## config.mk

```make
export PLATFORM = sky130hd
export DESIGN_NAME = sort_frame_controller
export DESIGN_NICKNAME = d
export VERILOG_FILES = /design/src/rtl/sort_frame_pkg.sv /design/src/rtl/sort_frame_controller_oet_pass.sv /design/src/rtl/sort_frame_controller.sv
export SDC_FILE = /design/constraint.sdc
export NUM_CORES = 1
export LEC_CHECK = 0
export BUFFER_PORTS_ARGS = -buffer_cell sky130_fd_sc_hd__buf_2
export CORE_MARGIN = 8
export CORE_UTILIZATION = 50
export DETAILED_ROUTE_END_ITERATION = 10
export PLACE_DENSITY = 0.78
export SLEW_MARGIN = 20
export SYNTH_ARGS = -nofsm -noshare
export SYNTH_HDL_FRONTEND = slang
export SYNTH_HIERARCHICAL = 1
export SYNTH_SLANG_ARGS = --single-unit
```

## constraint.sdc

```tcl
create_clock -name clk -period 2.47 [get_ports clk]
set_input_delay 0.247 -clock clk [delete_from_list [all_inputs] [get_ports clk]]
set_output_delay 0.247 -clock clk [all_outputs]
set_load 0.1 [all_outputs]
```

## src/rtl/sort_frame_pkg.sv

```systemverilog
// Shared types and helpers for the sort frame controller.
// Latency: n/a (types, constants and a pure function only).
// Backpressure: n/a.
package sort_frame_pkg;

    localparam int N_DEF     = 6;
    localparam int WIDTH_DEF = 8;

    typedef logic [WIDTH_DEF-1:0] word_t;

    // Controller states; kept as plain constants so legacy tools read them unchanged.
    typedef logic [1:0] state_t;
    localparam state_t S_LOAD  = 2'd0;
    localparam state_t S_SORT  = 2'd1;
    localparam state_t S_DRAIN = 2'd2;

    typedef struct packed {
        word_t hi;
        word_t lo;
    } pair_t;

    // Ordered pair: smaller word in lo, equal words keep their original order.
    function automatic pair_t cmp_swap(input word_t a, input word_t b);
        pair_t p;
        if (a > b) begin
            p.lo = b;
            p.hi = a;
        end else begin
            p.lo = a;
            p.hi = b;
        end
        return p;
    endfunction

endpackage

```

## src/rtl/sort_frame_controller_oet_pass.sv

```systemverilog
// One odd-even transposition pass over a packed word bank.
// Latency: combinational.
// Backpressure: none; the caller decides when to register the result.
module sort_frame_controller_oet_pass #(
    parameter int N     = 6,
    parameter int WIDTH = 8
) (
    input  logic [N*WIDTH-1:0] bank_i,
    input  logic               odd_i,
    output logic [N*WIDTH-1:0] bank_o
);

    // Compare-exchange each disjoint pair selected by the pass parity; pairs never overlap,
    // so every comparison reads the untouched input bank.
    always_comb begin
        logic [WIDTH-1:0] a;
        logic [WIDTH-1:0] b;
        bank_o = bank_i;
        a      = '0;
        b      = '0;
        for (int k = 0; k < N - 1; k++) begin
            if ((k % 2) == (odd_i ? 1 : 0)) begin
                a = bank_i[k*WIDTH +: WIDTH];
                b = bank_i[(k+1)*WIDTH +: WIDTH];
                if (a > b) begin
                    bank_o[k*WIDTH +: WIDTH]     = b;
                    bank_o[(k+1)*WIDTH +: WIDTH] = a;
                end
            end
        end
    end

endmodule

```

## src/rtl/sort_frame_controller.sv

```systemverilog
// Loads up to N words, sorts them ascending with N odd-even passes, then drains them in order.
// Latency: N sort cycles after the last accepted word; first sorted word in the following cycle.
// Backpressure: in_ready only in LOAD; drain holds out_data/out_last stable while out_ready is low.
module sort_frame_controller
    import sort_frame_pkg::*;
#(
    parameter int N     = N_DEF,
    parameter int WIDTH = WIDTH_DEF
) (
    input  logic                     clk,
    input  logic                     rst_n,
    input  logic                     abort,
    input  logic                     in_valid,
    output logic                     in_ready,
    input  logic [WIDTH-1:0]         in_data,
    input  logic                     in_last,
    output logic                     out_valid,
    input  logic                     out_ready,
    output logic [WIDTH-1:0]         out_data,
    output logic                     out_last,
    output logic [$clog2(N+1)-1:0]   frame_len,
    output logic                     busy
);

    localparam int CNT_W = $clog2(N + 1);
    localparam logic [CNT_W-1:0] LAST_IDX = CNT_W'(N - 1);

    state_t             state_q,     state_d;
    logic [CNT_W-1:0]   wr_cnt_q,    wr_cnt_d;
    logic [CNT_W-1:0]   rd_cnt_q,    rd_cnt_d;
    logic [CNT_W-1:0]   pass_q,      pass_d;
    logic [CNT_W-1:0]   frame_len_q, frame_len_d;
    logic [N*WIDTH-1:0] bank_q,      bank_d;
    logic [N*WIDTH-1:0] pass_bank;

    sort_frame_controller_oet_pass #(
        .N     (N),
        .WIDTH (WIDTH)
    ) u_oet_pass (
        .bank_i (bank_q),
        .odd_i  (pass_q[0]),
        .bank_o (pass_bank)
    );

    // Output decode from registered state; abort blocks both handshakes in the same cycle.
    always_comb begin
        in_ready  = (state_q == S_LOAD) && !abort;
        out_valid = (state_q == S_DRAIN) && !abort;
        out_last  = (state_q == S_DRAIN) && (rd_cnt_q == frame_len_q - 1'b1);
        busy      = (state_q != S_LOAD) || (wr_cnt_q != '0);
        frame_len = frame_len_q;
        out_data  = '0;
        if (state_q == S_DRAIN) begin
            for (int i = 0; i < N; i++) begin
                if (rd_cnt_q == CNT_W'(i)) begin
                    out_data = bank_q[i*WIDTH +: WIDTH];
                end
            end
        end
    end

    // Next-state logic: fill, sort passes, drain, and abort recovery.
    always_comb begin
        state_d     = state_q;
        wr_cnt_d    = wr_cnt_q;
        rd_cnt_d    = rd_cnt_q;
        pass_d      = pass_q;
        frame_len_d = frame_len_q;
        bank_d      = bank_q;
        if (abort) begin
            state_d     = S_LOAD;
            wr_cnt_d    = '0;
            rd_cnt_d    = '0;
            pass_d      = '0;
            frame_len_d = '0;
        end else begin
            case (state_q)
                S_LOAD: begin
                    if (in_valid) begin
                        wr_cnt_d = wr_cnt_q + 1'b1;
                        for (int i = 0; i < N; i++) begin
                            if (CNT_W'(i) == wr_cnt_q) begin
                                bank_d[i*WIDTH +: WIDTH] = in_data;
                            end
                        end
                        if (in_last || (wr_cnt_q == LAST_IDX)) begin
                            frame_len_d = wr_cnt_q + 1'b1;
                            state_d     = S_SORT;
                            pass_d      = '0;
                            // Unused tail slots get the largest value so they sort behind real words.
                            for (int i = 0; i < N; i++) begin
                                if (CNT_W'(i) > wr_cnt_q) begin
                                    bank_d[i*WIDTH +: WIDTH] = '1;
                                end
                            end
                        end
                    end
                end
                S_SORT: begin
                    bank_d = pass_bank;
                    if (pass_q == LAST_IDX) begin
                        state_d  = S_DRAIN;
                        rd_cnt_d = '0;
                    end else begin
                        pass_d = pass_q + 1'b1;
                    end
                end
                S_DRAIN: begin
                    if (out_ready) begin
                        if (rd_cnt_q == frame_len_q - 1'b1) begin
                            state_d  = S_LOAD;
                            wr_cnt_d = '0;
                            rd_cnt_d = '0;
                        end else begin
                            rd_cnt_d = rd_cnt_q + 1'b1;
                        end
                    end
                end
                default: begin
                    state_d  = S_LOAD;
                    wr_cnt_d = '0;
                    rd_cnt_d = '0;
                    pass_d   = '0;
                end
            endcase
        end
    end

    // State registers with asynchronous active-low reset.
    always_ff @(posedge clk or negedge rst_n) begin
        if (!rst_n) begin
            state_q     <= S_LOAD;
            wr_cnt_q    <= '0;
            rd_cnt_q    <= '0;
            pass_q      <= '0;
            frame_len_q <= '0;
            bank_q      <= '0;
        end else begin
            state_q     <= state_d;
            wr_cnt_q    <= wr_cnt_d;
            rd_cnt_q    <= rd_cnt_d;
            pass_q      <= pass_d;
            frame_len_q <= frame_len_d;
            bank_q      <= bank_d;
        end
    end

endmodule

```

==> summary.md <==
| Metric | Value |
|---|---|
| Synth Flop Type | dfrtp_1 |
| Crit path DAT | 2.26 ns |
| Data required, critical path | 2.22 ns |
| Root Driver | clkbuf_16 |
| Max_slew headroom | 0.587 |
| DR pass1 iterations | 6 |
| GRT Resource Usage Total | 0.281 |
| Gr busiest metal | met2 |
| WL/cell | 23.7 um |
| Initial antenna violation count | 0 |
| IO Pins | 29 |
| # port buffers | 28 |
| Maxcap violations | 0 |
| CTS sink cnt | 62 |
| Met3 Resource Use GR | 0.0473 |
| Switching Share | 0.481 |
| Vias in the first global route | 6,204 |
| RePlAce Congestion | 1.02 |
| Area Overhead vs Synth | 25.2% |
| H-tree level count | 3 |
| Via Count | 6,807 |
| Post-layout min period | 2.50 ns |
| Num CTS Buffers | 9 |
| Clock group share of total power | 0.139 |
| VDD IR max | 0.000585 V |
| Synth Cell Area | 6070 um^2 |
| Initial Util | 0.510 |
| Worst setup SP type | flop |
| Die footprint | 15,900 um^2 |
| RSZ-0062 raised after global routing | yes |
| Outcome | finished, violations left |
| Cell Area, Placed | 6790 um^2 |
| Largest net degree at the start of global routing | 26 |
| Total congestion overflow | 0 |
| Slew @ Worst Pin | 0.613 ns |
| Synth area leader | dfrtp_1 |
| Crit path max fanout | 10 |
| Die W | 126 um |
| Final setup vio count | 5 |
| Fin nets | 896 |
| Die height | 126 um |
| Worst r2r src | bank_q[11] |
| Top-area cell type share of the netlist area | 0.256 |
| Most frequent cells in the layout | a21oi_1 (94), buf_4 (76), nand3_1 (55) |
| Max Fclk | 400 MHz |
| Global-route wire length before repair | 35,200 um |
| Sequential fraction of design power | 0.216 |
| Final setup margin | -0.0325 ns |
| M1 GR Usage | 0.375 |
| Routed Antenna Nets | 0 |
| Final Cycle Share | 1.01 |
| Syn nets | 829 |
| Critical path type | reg -> out |
| Cells after Synth | 764 |
| Comb power frac | 0.645 |
| Post-synthesis sequential area ratio | 0.256 |
| Ant diodes | 0 |
| Inst Count DP | 944 |
| Clk_skew | 0.00749 ns |
| Syn avg cell area | 7.95 um^2 |
| Core ar. | 11,900 um^2 |
| Clock Pin Slew Worst Setup and Hold Paths | 0.06 ns |
| Crit. Startpoint | rd_cnt_q[0] |
| Via density | 6.92 |
| Reg-to-reg endpoint | bank_q[10] |
| DP Wirelength | 16,500 um |
| Power density cells | 1180 nW/um^2 |
| Yosys reg bits | 62 |
| Worst min path class | in -> reg |
| Failing checks | setup timing |
| Detailed Route WL | 23,300 um |
| Final Hold Viols | 0 |
| Psw | 0.00431 W |
| R2R setup slack | 0.03 ns |
| Commonest non-fill, non-tap cell in the layout | a21oi_1 |
| Asr flop ratio synth | 1.00 |
| CTS tree | built |
| Drt initial violations | 974 |
| Post-synth EDFFs | 0 |
| Longest Clk Path Bufs | 2 |
| Met2 usage | 0.423 |
| Setup crit end | out_data[1] |
| Pins Over Slew Limit | 0 |
| Cell Count, Final, Fillers Out | 983 |
| Worst Setup End Kind | output port |
| Area of all placed cells without fillers | 7600 um^2 |
| # rows | 40 |
| Clk_lat worst skew | 0.34 ns |
| Pleak | 3.55 nW |
| Worst reg2reg path depth | 9 |
| Drt drc | 0 |
| Share of cells above drive strength 1 | 0.262 |
| Internal power | 0.00466 W |
| YS warnings | 6 |
| Top post-synthesis cells by area | dfrtp_1 (26%), ha_1 (11%), a21oi_1 (8.2%) |
| Distinct cells, synth | 57 |
power by group through the flow:
stage / clock network (W) / logic, W / registers [W]
2_1_floorplan: 0 / 0.00342 / 0.00181
3_3_place_gp: 0 / 0.00489 / 0.00188
3_5_place_dp: 0 / 0.00507 / 0.00190
4_1_cts: 0.00125 / 0.00518 / 0.00190
5_1_grt: 0.00129 / 0.00624 / 0.00197
6_report: 0.00125 / 0.00578 / 0.00194
cells by family after synthesis:
group                      after synthesis  synth area share
muxes                                    4           0.00660
DFF                                     62             0.256
buffers and inverters                  119            0.0831
adders and majority gates               51             0.105
xor gates and xnor gates                 6            0.0109
and+or+nand+nor                        184             0.159
AOI/OAI and AO/OA                      338             0.379
Yosys cell counts, types with 3 or more instances:
master and instances:
a21o_1 29, nand2b_1 12, a2111o_1 3, inv_1 59, o211ai_1 4, xor2_1 5, o31ai_2 9, clkbuf_1 27
buf_1 7, nand4_1 8, nand2_1 38, dfrtp_1 62, a21oi_2 3, nand3_1 55, nor3_1 3, o31ai_1 16
o32ai_1 8, o21ai_1 14, and2_1 6, nor2_1 18, a221oi_1 7, and3_1 3, a32o_1 9, nor2b_1 24
buf_2 21, a21bo_1 7, mux2i_1 4, o22ai_1 26, buf_6 4, a2bb2oi_1 32, ha_1 51, o21ai_0 24
a31oi_1 34, a21oi_1 99, a211o_1 4
flip-flops by register name (all words and copies together), names as in the netlist:
| register | cells |
|---|---|
| state_q | 2 |
| wr_cnt_q | 3 |
| pass_q | 3 |
| bank_q | 48 |
| frame_len | 3 |
| rd_cnt_q | 3 |
repair_timing:
action                                  CTS  global route
gates cloned                              0             2
setup buffers                             2            18
gates resized for setup                  31            49
pin swaps                                 9            24
endpoints found under the hold margin    22             0
hold buffers                              1             0
endpoints found under the setup margin   11            55
area by class of cell:
cell class              count  area (um^2)
repair buffers            116         1030
multi-input cells         583         4310
flip-flops and latches     62         1570
clock inverters             5         33.8
well taps                 147          184
inverters                  59          224
clock buffers              11          253
fillers                  1029         4310
worst max-delay path, cell delays in order (launching register included):
cell and delay, ns:
dfrtp_2 0.44, inv_4 0.06, ha_2 0.19, buf_4 0.17, and2_4 0.20, a21oi_1 0.15, o31ai_1 0.09, buf_4 0.14
a32o_2 0.29, buf_12 0.17
per-stage QoR:
stage / TNS [ns] / setup slack (ns) / utilization / hold WS (ns) / power [W]
after floorplan: 0 / 0.0264 / - / -0.0486 / 0.00523
after global placement: 0 / 0.0814 / 0.570 / 0.278 / 0.00677
after detailed placement: -0.0385 / -0.0385 / 0.570 / 0.285 / 0.00697
after CTS: 0 / 0.00345 / 0.606 / 0.217 / 0.00833
after global routing: -0.747 / -0.0985 / 0.638 / 0.238 / 0.00951
final: -0.0998 / -0.0325 / 0.638 / 0.223 / 0.00896
how the worst min path moves through the flow:
stage	from	to	slack, ns	cells after the start
finish	out_ready	state_q[1]	0.22	3
global route	out_ready	state_q[1]	0.24	3
CTS	out_ready	state_q[1]	0.22	3
detailed placement	rst_n	bank_q[1]	0.29	1
global placement	rst_n	bank_q[3]	0.28	1
floorplan	rst_n	bank_q[0]	-0.05	0
layer usage:
layer  share of wire  routed length [um]  up-vias
met5               0                   0        -
met4           0.051                1190        0
met3           0.097                2270       83
met2            0.44               10300      476
met1            0.41                9550     3239
li1                -                   -     3009
Power figures use the tool's default switching activity.
